<file path="src/rtl/mc_controller_if.sv">
// Control bundle between the multi-cycle controller and the datapath/memory port.
// Latency: none (wires only).
// Backpressure: the memory side stalls the controller by holding mem_ready low while mem_req is high.
interface mc_controller_if #(
    parameter int CNT_W = 32
);
    logic [5:0]       opcode;
    logic [5:0]       funct;
    logic [31:0]      NFlag;
    logic             mem_ready;
    logic             mem_req;
    logic             MemWr;
    logic             IRWr;
    logic             PCWr;
    logic [1:0]       NPCSel;
    logic             RegWr;
    logic [1:0]       RegDst;
    logic [1:0]       Mem2Reg;
    logic             ALUSrc;
    logic [1:0]       EXTOp;
    logic [2:0]       ALUOp;
    logic [1:0]       FlagOp;
    logic             illegal;
    logic [2:0]       state;
    logic [CNT_W-1:0] retired;

    // Controller side
    modport master (
        input  opcode, funct, NFlag, mem_ready,
        output mem_req, MemWr, IRWr, PCWr, NPCSel, RegWr, RegDst, Mem2Reg,
               ALUSrc, EXTOp, ALUOp, FlagOp, illegal, state, retired
    );

    // Datapath / memory side
    modport slave (
        output opcode, funct, NFlag, mem_ready,
        input  mem_req, MemWr, IRWr, PCWr, NPCSel, RegWr, RegDst, Mem2Reg,
               ALUSrc, EXTOp, ALUOp, FlagOp, illegal, state, retired
    );
endinterface

</file>
<file path="src/rtl/mc_controller.sv">
// Multi-cycle MIPS control FSM (IF/ID/EXE/MEM/WB) sharing one memory port for fetch and data.
// Latency: 2..5 cycles per instruction with mem_ready=1; every memory wait cycle adds one.
// Backpressure: IF and MEM hold mem_req and stay put until mem_ready; strobes are combinational.
module mc_controller #(
    parameter int CNT_W = 32
) (
    input  logic              clk,
    input  logic              rst_n,
    mc_controller_if.master   bus
);
    // Datapath select encodings; 0 is the idle/don't-care value for every select.
    localparam logic [1:0] NPC_PC4 = 2'd0, NPC_J = 2'd1, NPC_REG = 2'd2, NPC_BEQ = 2'd3;
    localparam logic [1:0] RD_ZZ = 2'd0, RD_RT = 2'd1, RD_RD = 2'd2, RD_RET = 2'd3;
    localparam logic [1:0] M2R_ZZ = 2'd0, M2R_ALU = 2'd1, M2R_RAM = 2'd2, M2R_RET = 2'd3;
    localparam logic       SRC_REG = 1'b0, SRC_IMM = 1'b1;
    localparam logic [1:0] EXT_ZZ = 2'd0, EXT_ZERO = 2'd1, EXT_SIGN = 2'd2, EXT_LUI = 2'd3;
    localparam logic [2:0] ALU_ZZ = 3'd0, ALU_ADD = 3'd1, ALU_SUB = 3'd2, ALU_OR = 3'd3, ALU_SLT = 3'd4;
    localparam logic [1:0] FLAG_DIS = 2'd0, FLAG_SET_AND_WR = 2'd1;
    localparam int         FLAG_BIT_ZERO = 0, FLAG_BIT_OVERFLOW = 1;

    localparam logic [5:0] OP_SPECIAL = 6'h00, OP_J = 6'h02, OP_JAL = 6'h03, OP_BEQ = 6'h04,
                           OP_ADDI = 6'h08, OP_ADDIU = 6'h09, OP_ORI = 6'h0D, OP_LUI = 6'h0F,
                           OP_LW = 6'h23, OP_SW = 6'h2B;
    localparam logic [5:0] F_NOP = 6'h00, F_JR = 6'h08, F_ADDU = 6'h21, F_SUBU = 6'h23, F_SLT = 6'h2A;

    typedef enum logic [2:0] {S_IF = 3'd0, S_ID = 3'd1, S_EXE = 3'd2, S_MEM = 3'd3, S_WB = 3'd4} state_t;
    typedef enum logic [3:0] {C_ILL, C_NOP, C_J, C_JAL, C_JR, C_BEQ, C_ALU, C_LW, C_SW} cls_t;

    state_t           state_q, state_nxt;
    logic [CNT_W-1:0] retired_q;

    cls_t       cls;
    logic       is_r, is_addi;
    logic       dec_alusrc;
    logic [1:0] dec_extop;
    logic [2:0] dec_aluop;

    logic       mem_req, memwr, irwr, pcwr, regwr, illegal, alusrc;
    logic [1:0] npcsel, regdst, mem2reg, extop, flagop;
    logic [2:0] aluop;

    // Only the zero and overflow flags matter to control.
    logic unused_flag_bits;
    assign unused_flag_bits = ^{bus.NFlag[31:2]};

    // Instruction class and EXE operand selects (same values as the single-cycle decode table).
    always_comb begin
        cls        = C_ILL;
        is_r       = 1'b0;
        is_addi    = 1'b0;
        dec_alusrc = SRC_REG;
        dec_extop  = EXT_ZZ;
        dec_aluop  = ALU_ZZ;
        case (bus.opcode)
            OP_SPECIAL: begin
                is_r = 1'b1;
                case (bus.funct)
                    F_NOP:  cls = C_NOP;
                    F_JR:   cls = C_JR;
                    F_ADDU: begin cls = C_ALU; dec_aluop = ALU_ADD; end
                    F_SUBU: begin cls = C_ALU; dec_aluop = ALU_SUB; end
                    F_SLT:  begin cls = C_ALU; dec_aluop = ALU_SLT; end
                    default: cls = C_ILL;
                endcase
            end
            OP_J:     cls = C_J;
            OP_JAL:   cls = C_JAL;
            OP_BEQ:   begin cls = C_BEQ; dec_aluop = ALU_SUB; end
            OP_ORI:   begin cls = C_ALU; dec_alusrc = SRC_IMM; dec_extop = EXT_ZERO; dec_aluop = ALU_OR;  end
            OP_LUI:   begin cls = C_ALU; dec_alusrc = SRC_IMM; dec_extop = EXT_LUI;  dec_aluop = ALU_ADD; end
            OP_ADDI:  begin cls = C_ALU; dec_alusrc = SRC_IMM; dec_extop = EXT_SIGN; dec_aluop = ALU_ADD; is_addi = 1'b1; end
            OP_ADDIU: begin cls = C_ALU; dec_alusrc = SRC_IMM; dec_extop = EXT_SIGN; dec_aluop = ALU_ADD; end
            OP_LW:    begin cls = C_LW;  dec_alusrc = SRC_IMM; dec_extop = EXT_SIGN; dec_aluop = ALU_ADD; end
            OP_SW:    begin cls = C_SW;  dec_alusrc = SRC_IMM; dec_extop = EXT_SIGN; dec_aluop = ALU_ADD; end
            default:  cls = C_ILL;
        endcase
    end

    // Next state and strobes; everything is forced idle while reset is held so an
    // in-flight access is dropped in the same cycle reset asserts.
    always_comb begin
        state_nxt = state_q;
        mem_req   = 1'b0;
        memwr     = 1'b0;
        irwr      = 1'b0;
        pcwr      = 1'b0;
        regwr     = 1'b0;
        illegal   = 1'b0;
        npcsel    = NPC_PC4;
        regdst    = RD_ZZ;
        mem2reg   = M2R_ZZ;
        alusrc    = SRC_REG;
        extop     = EXT_ZZ;
        aluop     = ALU_ZZ;
        flagop    = FLAG_DIS;
        if (rst_n) begin
            case (state_q)
                S_IF: begin
                    mem_req = 1'b1;
                    if (bus.mem_ready) begin
                        irwr      = 1'b1;
                        pcwr      = 1'b1;
                        npcsel    = NPC_PC4;
                        state_nxt = S_ID;
                    end
                end
                S_ID: begin
                    state_nxt = S_IF;
                    case (cls)
                        C_J:   begin pcwr = 1'b1; npcsel = NPC_J; end
                        C_JAL: begin pcwr = 1'b1; npcsel = NPC_J; regwr = 1'b1; regdst = RD_RET; mem2reg = M2R_RET; end
                        C_JR:  begin pcwr = 1'b1; npcsel = NPC_REG; end
                        C_NOP: ;
                        C_ILL: illegal = 1'b1;
                        default: state_nxt = S_EXE;
                    endcase
                end
                S_EXE: begin
                    alusrc = dec_alusrc;
                    extop  = dec_extop;
                    aluop  = dec_aluop;
                    if (cls == C_BEQ) begin
                        if (bus.NFlag[FLAG_BIT_ZERO]) begin
                            pcwr   = 1'b1;
                            npcsel = NPC_BEQ;
                        end
                        state_nxt = S_IF;
                    end else if (cls == C_LW || cls == C_SW) begin
                        state_nxt = S_MEM;
                    end else begin
                        state_nxt = S_WB;
                    end
                end
                S_MEM: begin
                    alusrc  = dec_alusrc;
                    extop   = dec_extop;
                    aluop   = dec_aluop;
                    mem_req = 1'b1;
                    memwr   = (cls == C_SW);
                    if (bus.mem_ready) state_nxt = (cls == C_SW) ? S_IF : S_WB;
                end
                S_WB: begin
                    alusrc    = dec_alusrc;
                    extop     = dec_extop;
                    aluop     = dec_aluop;
                    regwr     = 1'b1;
                    regdst    = is_r ? RD_RD : RD_RT;
                    mem2reg   = (cls == C_LW) ? M2R_RAM : M2R_ALU;
                    flagop    = (is_addi && bus.NFlag[FLAG_BIT_OVERFLOW]) ? FLAG_SET_AND_WR : FLAG_DIS;
                    state_nxt = S_IF;
                end
                default: state_nxt = S_IF;
            endcase
        end
    end

    // State register and retired count; an instruction retires on its return to IF.
    always_ff @(posedge clk or negedge rst_n) begin
        if (!rst_n) begin
            state_q   <= S_IF;
            retired_q <= '0;
        end else begin
            state_q <= state_nxt;
            if (state_q != S_IF && state_nxt == S_IF) retired_q <= retired_q + CNT_W'(1);
        end
    end

    assign bus.mem_req = mem_req;
    assign bus.MemWr   = memwr;
    assign bus.IRWr    = irwr;
    assign bus.PCWr    = pcwr;
    assign bus.NPCSel  = npcsel;
    assign bus.RegWr   = regwr;
    assign bus.RegDst  = regdst;
    assign bus.Mem2Reg = mem2reg;
    assign bus.ALUSrc  = alusrc;
    assign bus.EXTOp   = extop;
    assign bus.ALUOp   = aluop;
    assign bus.FlagOp  = flagop;
    assign bus.illegal = illegal;
    assign bus.state   = state_q;
    assign bus.retired = retired_q;
endmodule

</file>
<file path="src/flat_wrapper.sv">
// flat-port wrapper written by rule: the top's interface ports become plain ports
module mc_controller_flat 
#(
    parameter int CNT_W = 32
)
  (clk, rst_n, bus_opcode, bus_funct, bus_NFlag, bus_mem_ready, bus_mem_req, bus_MemWr, bus_IRWr, bus_PCWr, bus_NPCSel, bus_RegWr, bus_RegDst, bus_Mem2Reg, bus_ALUSrc, bus_EXTOp, bus_ALUOp, bus_FlagOp, bus_illegal, bus_state, bus_retired);
  mc_controller_if #(.CNT_W(CNT_W)) bus_i ();
  input  logic clk;
  input  logic rst_n;
  input wire logic [$bits(bus_i.opcode)-1:0] bus_opcode;
  input wire logic [$bits(bus_i.funct)-1:0] bus_funct;
  input wire logic [$bits(bus_i.NFlag)-1:0] bus_NFlag;
  input wire logic [$bits(bus_i.mem_ready)-1:0] bus_mem_ready;
  output wire logic [$bits(bus_i.mem_req)-1:0] bus_mem_req;
  output wire logic [$bits(bus_i.MemWr)-1:0] bus_MemWr;
  output wire logic [$bits(bus_i.IRWr)-1:0] bus_IRWr;
  output wire logic [$bits(bus_i.PCWr)-1:0] bus_PCWr;
  output wire logic [$bits(bus_i.NPCSel)-1:0] bus_NPCSel;
  output wire logic [$bits(bus_i.RegWr)-1:0] bus_RegWr;
  output wire logic [$bits(bus_i.RegDst)-1:0] bus_RegDst;
  output wire logic [$bits(bus_i.Mem2Reg)-1:0] bus_Mem2Reg;
  output wire logic [$bits(bus_i.ALUSrc)-1:0] bus_ALUSrc;
  output wire logic [$bits(bus_i.EXTOp)-1:0] bus_EXTOp;
  output wire logic [$bits(bus_i.ALUOp)-1:0] bus_ALUOp;
  output wire logic [$bits(bus_i.FlagOp)-1:0] bus_FlagOp;
  output wire logic [$bits(bus_i.illegal)-1:0] bus_illegal;
  output wire logic [$bits(bus_i.state)-1:0] bus_state;
  output wire logic [$bits(bus_i.retired)-1:0] bus_retired;
  assign bus_i.opcode = bus_opcode;
  assign bus_i.funct = bus_funct;
  assign bus_i.NFlag = bus_NFlag;
  assign bus_i.mem_ready = bus_mem_ready;
  assign bus_mem_req = bus_i.mem_req;
  assign bus_MemWr = bus_i.MemWr;
  assign bus_IRWr = bus_i.IRWr;
  assign bus_PCWr = bus_i.PCWr;
  assign bus_NPCSel = bus_i.NPCSel;
  assign bus_RegWr = bus_i.RegWr;
  assign bus_RegDst = bus_i.RegDst;
  assign bus_Mem2Reg = bus_i.Mem2Reg;
  assign bus_ALUSrc = bus_i.ALUSrc;
  assign bus_EXTOp = bus_i.EXTOp;
  assign bus_ALUOp = bus_i.ALUOp;
  assign bus_FlagOp = bus_i.FlagOp;
  assign bus_illegal = bus_i.illegal;
  assign bus_state = bus_i.state;
  assign bus_retired = bus_i.retired;
  mc_controller #(.CNT_W(CNT_W)) u_core (.clk(clk), .rst_n(rst_n), .bus(bus_i));
endmodule
</file>
<file path="config.mk">
export PLATFORM = sky130hd
export DESIGN_NAME = mc_controller_flat
export DESIGN_NICKNAME = d
export VERILOG_FILES = /design/src/rtl/mc_controller_if.sv /design/src/rtl/mc_controller.sv /design/src/flat_wrapper.sv
export SDC_FILE = /design/constraint.sdc
export NUM_CORES = 1
export LEC_CHECK = 0
export CAP_MARGIN = 20
export CORE_ASPECT_RATIO = 2
export CORE_UTILIZATION = 48
export CTS_BUF_LIST = sky130_fd_sc_hd__clkbuf_8
export CTS_CLUSTER_SIZE = 20
export DETAILED_ROUTE_END_ITERATION = 10
export GPL_ROUTABILITY_DRIVEN = 1
export HOLD_SLACK_MARGIN = 0.15
export PLACE_DENSITY = 0.86
export SLEW_MARGIN = 20
export SYNTH_ARGS = -nofsm -noshare
export SYNTH_HDL_FRONTEND = slang
export SYNTH_SLANG_ARGS = --single-unit
</file>
<file path="constraint.sdc">
create_clock -name clk -period 3.95 [get_ports clk]
set_input_delay 0.79 -clock clk [delete_from_list [all_inputs] [get_ports clk]]
set_output_delay 0.79 -clock clk [all_outputs]
set_load 0.005 [all_outputs]
</file>
* After elaboration in Yosys (flattened, before gate mapping)
Index checks and enable logic that the tools add are counted.
Word-level totals: register bits 35, output and inout bits 55
Cells by class: muxes and demuxes 55, reductions and logical operators 19, add/sub/neg operators 1, eq/ne operators 24
Operators with widths (count):
- $add 32x1->32 const B | 1
- $eq 6x4->1 const B | 5
- $eq 6x6->1 const B | 5
- $pmux 4 s7 | 1
- $mux 2 | 13
- $mux 3 | 8
- $pmux 3 s4 | 2
- $mux 1 | 22
- $pmux 3 s3 | 2
- $pmux 2 s2 | 4
- $eq 4x3->1 const B | 3
- $eq 6x2->1 const B | 2
- $logic_not 6->1 | 2
- $reduce_or 5->1 | 2
- $reduce_or 3->1 | 3
- $eq 4x2->1 const B | 2
- $reduce_or 4->1 | 2
- $eq 3x2->1 const B | 2
- $eq 6x3->1 const B | 1
- $logic_not 3->1 | 2
- $pmux 2 s3 | 1
- $reduce_or 6->1 | 1
- $eq 4x1->1 const B | 1
- $eq 4x4->1 const B | 1
- 9 further kinds | 11

* Logic depth before layout (Yosys ltp)
depth after elaboration 12, mapped depth 8

* Worst setup path after synthesis
OpenSTA, ideal clock, no wires.
path kind input -> output, start point input port bus_opcode[5], end point output port bus_RegDst[0], setup slack 1150 ps, stages on the path 7, buffers on the path 1, arrival time 2010 ps, path through buf_2 > and3b_1 > o21ai_0 > o221a_2 > nand4b_1 > and2_1 > a21oi_1
Between the ends: word-level cells in the longest chain between the ends 7
RTL lines:
- from (decl) | line flat_wrapper.sv:10 | input wire logic [$bits(bus_i.opcode)-1:0] bus_opcode;
- $eq 6x4->1 | line mc_controller.sv:54 | case (bus.opcode)
- $reduce_or 4->1 (no line)
- $pmux 4 s7 | line mc_controller.sv:54
- $eq 4x2->1 | line mc_controller.sv:109 | case (cls)
- $mux 2 | line mc_controller.sv:109
- $pmux 2 s2 (*) | line mc_controller.sv:97 | case (state_q)
- $mux 2 (*) | line mc_controller.sv:96 | if (rst_n) begin
- to (decl) | line flat_wrapper.sv:20 | output wire logic [$bits(bus_i.RegDst)-1:0] bus_RegDst;
Every way passes the cells marked *; elsewhere a longest branch is shown, timed or not.

* Worst setup path after layout
start point input port bus_opcode[5], end point output port bus_PCWr
Between the ends: word-level cells in the longest chain between the ends 8
RTL lines:
- $eq 6x4->1 | line mc_controller.sv:54
- $reduce_or 4->1 (no line)
- $pmux 4 s7 (*) | line mc_controller.sv:54
- $eq 4x2->1 / $eq 4x3->1 (equally long branches) | line mc_controller.sv:109
- $reduce_or 3->1 (no line)
- $mux 1 | line mc_controller.sv:109
- $pmux 1 s3 (*) | line mc_controller.sv:97
- $mux 1 (*) | line mc_controller.sv:96
- to (decl) | line flat_wrapper.sv:17 | output wire logic [$bits(bus_i.PCWr)-1:0] bus_PCWr;
Marks and branches as above.

==> impl_metrics.env <==
export IMPL_ir_drop_mv=0.412
export IMPL_ctsLongestPathBuffers=2
export IMPL_dpl_hpwl_um=5090
export IMPL_yosys_area_top_type="dfrtp_1"
export IMPL_viasPerCell=5.77
export IMPL_pwr_share_comb_pct=31.4
export IMPL_setup_violations=0
export IMPL_ys_ff_latch=35
export IMPL_slew_viol_final=0
export IMPL_synthToLayoutAreaGrowth_pct=37.4
export IMPL_layout_setup_ws_ps=62.8
export IMPL_startpoint_type="input pin"
export IMPL_power_density_nw_per_um2=300
export IMPL_track_usage_pct=25.8
export IMPL_drc=0
export IMPL_rows=37
export IMPL_initial_core_util_pct=49.8
export IMPL_final_cells=416
export IMPL_mostFrequentLayoutCells="clkdlybuf4s50_1 (64), dfrtp_1 (35), xor2_1 (26)"
export IMPL_synth_edf_count=0
export IMPL_worstMarginPinSlew_ps=565
export IMPL_hold_viol_final=0
export IMPL_firstDrtPassIters=4
export IMPL_worstPathArrival_ps=3100
export IMPL_path_clk_slew_ps=70
export IMPL_finalHoldWorstSlack_ps=323
export IMPL_relSlewSlack_pct=62.3
export IMPL_end_kind="output port"
export IMPL_clk_latency_ps=290
export IMPL_cp_required_ps=3160
export IMPL_hp_class="input pin to asynchronous set/reset pin"
export IMPL_p_int_uw=689
export IMPL_final_nets=405
export IMPL_antenna_found_initial=0
export IMPL_ys_types=56
export IMPL_cts_hold_buf=0
export IMPL_diodes=0
export IMPL_min_period_over_period_pct=98.4
export IMPL_rrSetupSlack_ps=1660
export IMPL_ys_flop_type="dfrtp_1"
export IMPL_cap_violations=0
export IMPL_fin_area_um2=3480
export IMPL_pwr_share_seq_pct=44.7
export IMPL_port_buffers=70
export IMPL_syn_inst=276
export IMPL_switchingPower_uw=354
export IMPL_grt_max_degree=27
export IMPL_root_buffer="clkbuf_8"
export IMPL_dp_slack_ps=-61.3
export IMPL_clockPowerShare_pct=24.0
export IMPL_wl_um=6720
export IMPL_htree_levels=2
export IMPL_placed_cell_area_um2=3380
export IMPL_post_drt_wl_per_cell_um=16.1
export IMPL_overflow=0
export IMPL_cts_buffers=5
export IMPL_rsz0062_at_grt="false"
export IMPL_final_common_cell="clkdlybuf4s50_1"
export IMPL_place_gp_congestion=0.902
export IMPL_final_antenna_net_count=0
export IMPL_cts_sinks=35
export IMPL_drive_above_1_share_pct=17.3
export IMPL_cts_tree="yes"
export IMPL_yosys_top_cells_area="dfrtp_1 (35%), xor2_1 (9.0%), nand2_1 (3.7%), nor3_1 (2.8%), nand3_1 (2.6%)"
export IMPL_yosysSeqAreaShare_pct=34.6
export IMPL_crit_type="input pin to output port"
export IMPL_r2r_end="u_core.bus.retired[26]"
export IMPL_drt_iter0_drc=37
export IMPL_fp_dieH_um=105
export IMPL_postCtsSetupBuffers=0
export IMPL_yosysWarnings=0
export IMPL_r2r_start="u_core.bus.state[0]"
export IMPL_die_area_um2=5590
export IMPL_syn_cell_area_um2=2530
export IMPL_synth_top_cell_area_share_pct=34.6
export IMPL_sw_frac_of_total_pct=34.0
export IMPL_p_leak_uw=0.00151
export IMPL_place_inst=408
export IMPL_grt_pass1_vias=2383
export IMPL_synthesis_nets=324
export IMPL_routed_via_count=2401
export IMPL_ioPinCount=102
export IMPL_grt_first_pass_wirelength_um=10800
export IMPL_finalPower_uw=1040
export IMPL_layout_min_cycle_time_ps=3890
export IMPL_worstPathMaxFanout=7
export IMPL_clock_skew_ps=5.32
export IMPL_max_freq_mhz=257
export IMPL_async_flop_share_pct=100
export IMPL_avgSynthCellArea_um2=9.18
export IMPL_die_w_um=53.4
export IMPL_core_area_um2=5090
export IMPL_rr_worst_depth=6
export IMPL_outcome="finished clean"
## final cells by class
class                      count  area, um^2
clock buffer                   5        68.8
clock inverter                 3        15.0
fill                         408        1610
inverter                      12        45.0
multi-input combinational    211        1510
sequential                    35         876
tap                           58        72.6
timing repair buffer          92         891
## power groups by stage
stage | combinational, uW | clock [uW] | sequential (uW)
final | 327 | 250 | 466
after global routing | 358 | 262 | 473
after CTS | 329 | 255 | 465
after detailed placement | 325 | 0 | 470
after global placement | 316 | 0 | 469
after floorplan | 168 | 0 | 456
## metrics by stage
| step | util [%] | TNS (ps) |
|---|---|---|
| after floorplan | - | 0 |
| after global placement | 66.4 | -54.8 |
| after detailed placement | 66.4 | -113 |
| after CTS | 68.0 | 0 |
| after global routing | 68.4 | 0 |
| final | 68.4 | 0 |
## Yosys cell counts, types with 3 or more instances
| cell type | instances |
|---|---|
| a21oi_1 | 6 |
| and3_1 | 3 |
| and3b_1 | 3 |
| and4_1 | 5 |
| buf_2 | 5 |
| buf_6 | 4 |
| clkbuf_1 | 7 |
| dfrtp_1 | 35 |
| inv_1 | 12 |
| nand2_1 | 25 |
| nand2b_1 | 4 |
| nand3_1 | 13 |
| nand4_1 | 8 |
| nor2_1 | 16 |
| nor2b_1 | 10 |
| nor3_1 | 14 |
| nor3_2 | 6 |
| nor4_1 | 10 |
| nor4_2 | 5 |
| nor4_4 | 3 |
| nor4b_1 | 3 |
| o21ai_0 | 10 |
| xnor2_1 | 7 |
| xor2_1 | 26 |
## sequential cells by signal, summed over array words and instances, names as in the netlist
register,cells
u_core.bus.retired,32
u_core.bus.state,3
## cell families after synthesis
family / Yosys count / share of synthesized area [%]
AND/OR/NAND/NOR: 143 / 37.5
flip-flops: 35 / 34.6
XOR/XNOR: 33 / 11.4
AO/OA/AOI/OAI: 32 / 9.28
buffers and inverters: 30 / 6.17
adder cells (fa/ha/maj): 1 / 0.494
other: 1 / 0.148
multiplexers: 1 / 0.444
## worst max-delay path, cell delays in order
cell and delay, ps:
clkdlybuf4s50_1 450, buf_4 180, or4_4 430, nor2_1 110, nand4_1 170, inv_1 100, a31oi_1 60, a221oi_1 250
clkdlybuf4s50_1 550
## timing repair
| item | CTS | global route |
|---|---|---|
| pin swaps | 1 | 4 |
| endpoints found under the setup margin | 3 | 9 |
| gates resized for setup | 4 | 7 |
## metal layers
layer	vias up	share of wire (%)	global-route usage [%]
li1	1149	-	-
met1	1139	36	27.3
met2	89	54	44.1
met3	24	5.0	4.37
met4	0	4.9	16.5
met5	-	0	0
## worst max path at each step
| stage | from | endpoint | slack [ps] | depth (start not counted) |
|---|---|---|---|---|
| final | bus_opcode[5] | bus_PCWr | 60 | 9 |
| after global routing | bus_opcode[5] | bus_PCWr | 10 | 9 |
| after CTS | bus_opcode[5] | bus_RegDst[0] | 10 | 9 |
| after detailed placement | bus_opcode[2] | bus_RegDst[0] | -60 | 9 |
| after global placement | bus_opcode[2] | bus_RegDst[0] | -40 | 9 |
| after floorplan | bus_opcode[5] | bus_RegDst[0] | 1150 | 7 |
Power figures use the tool's default switching activity.
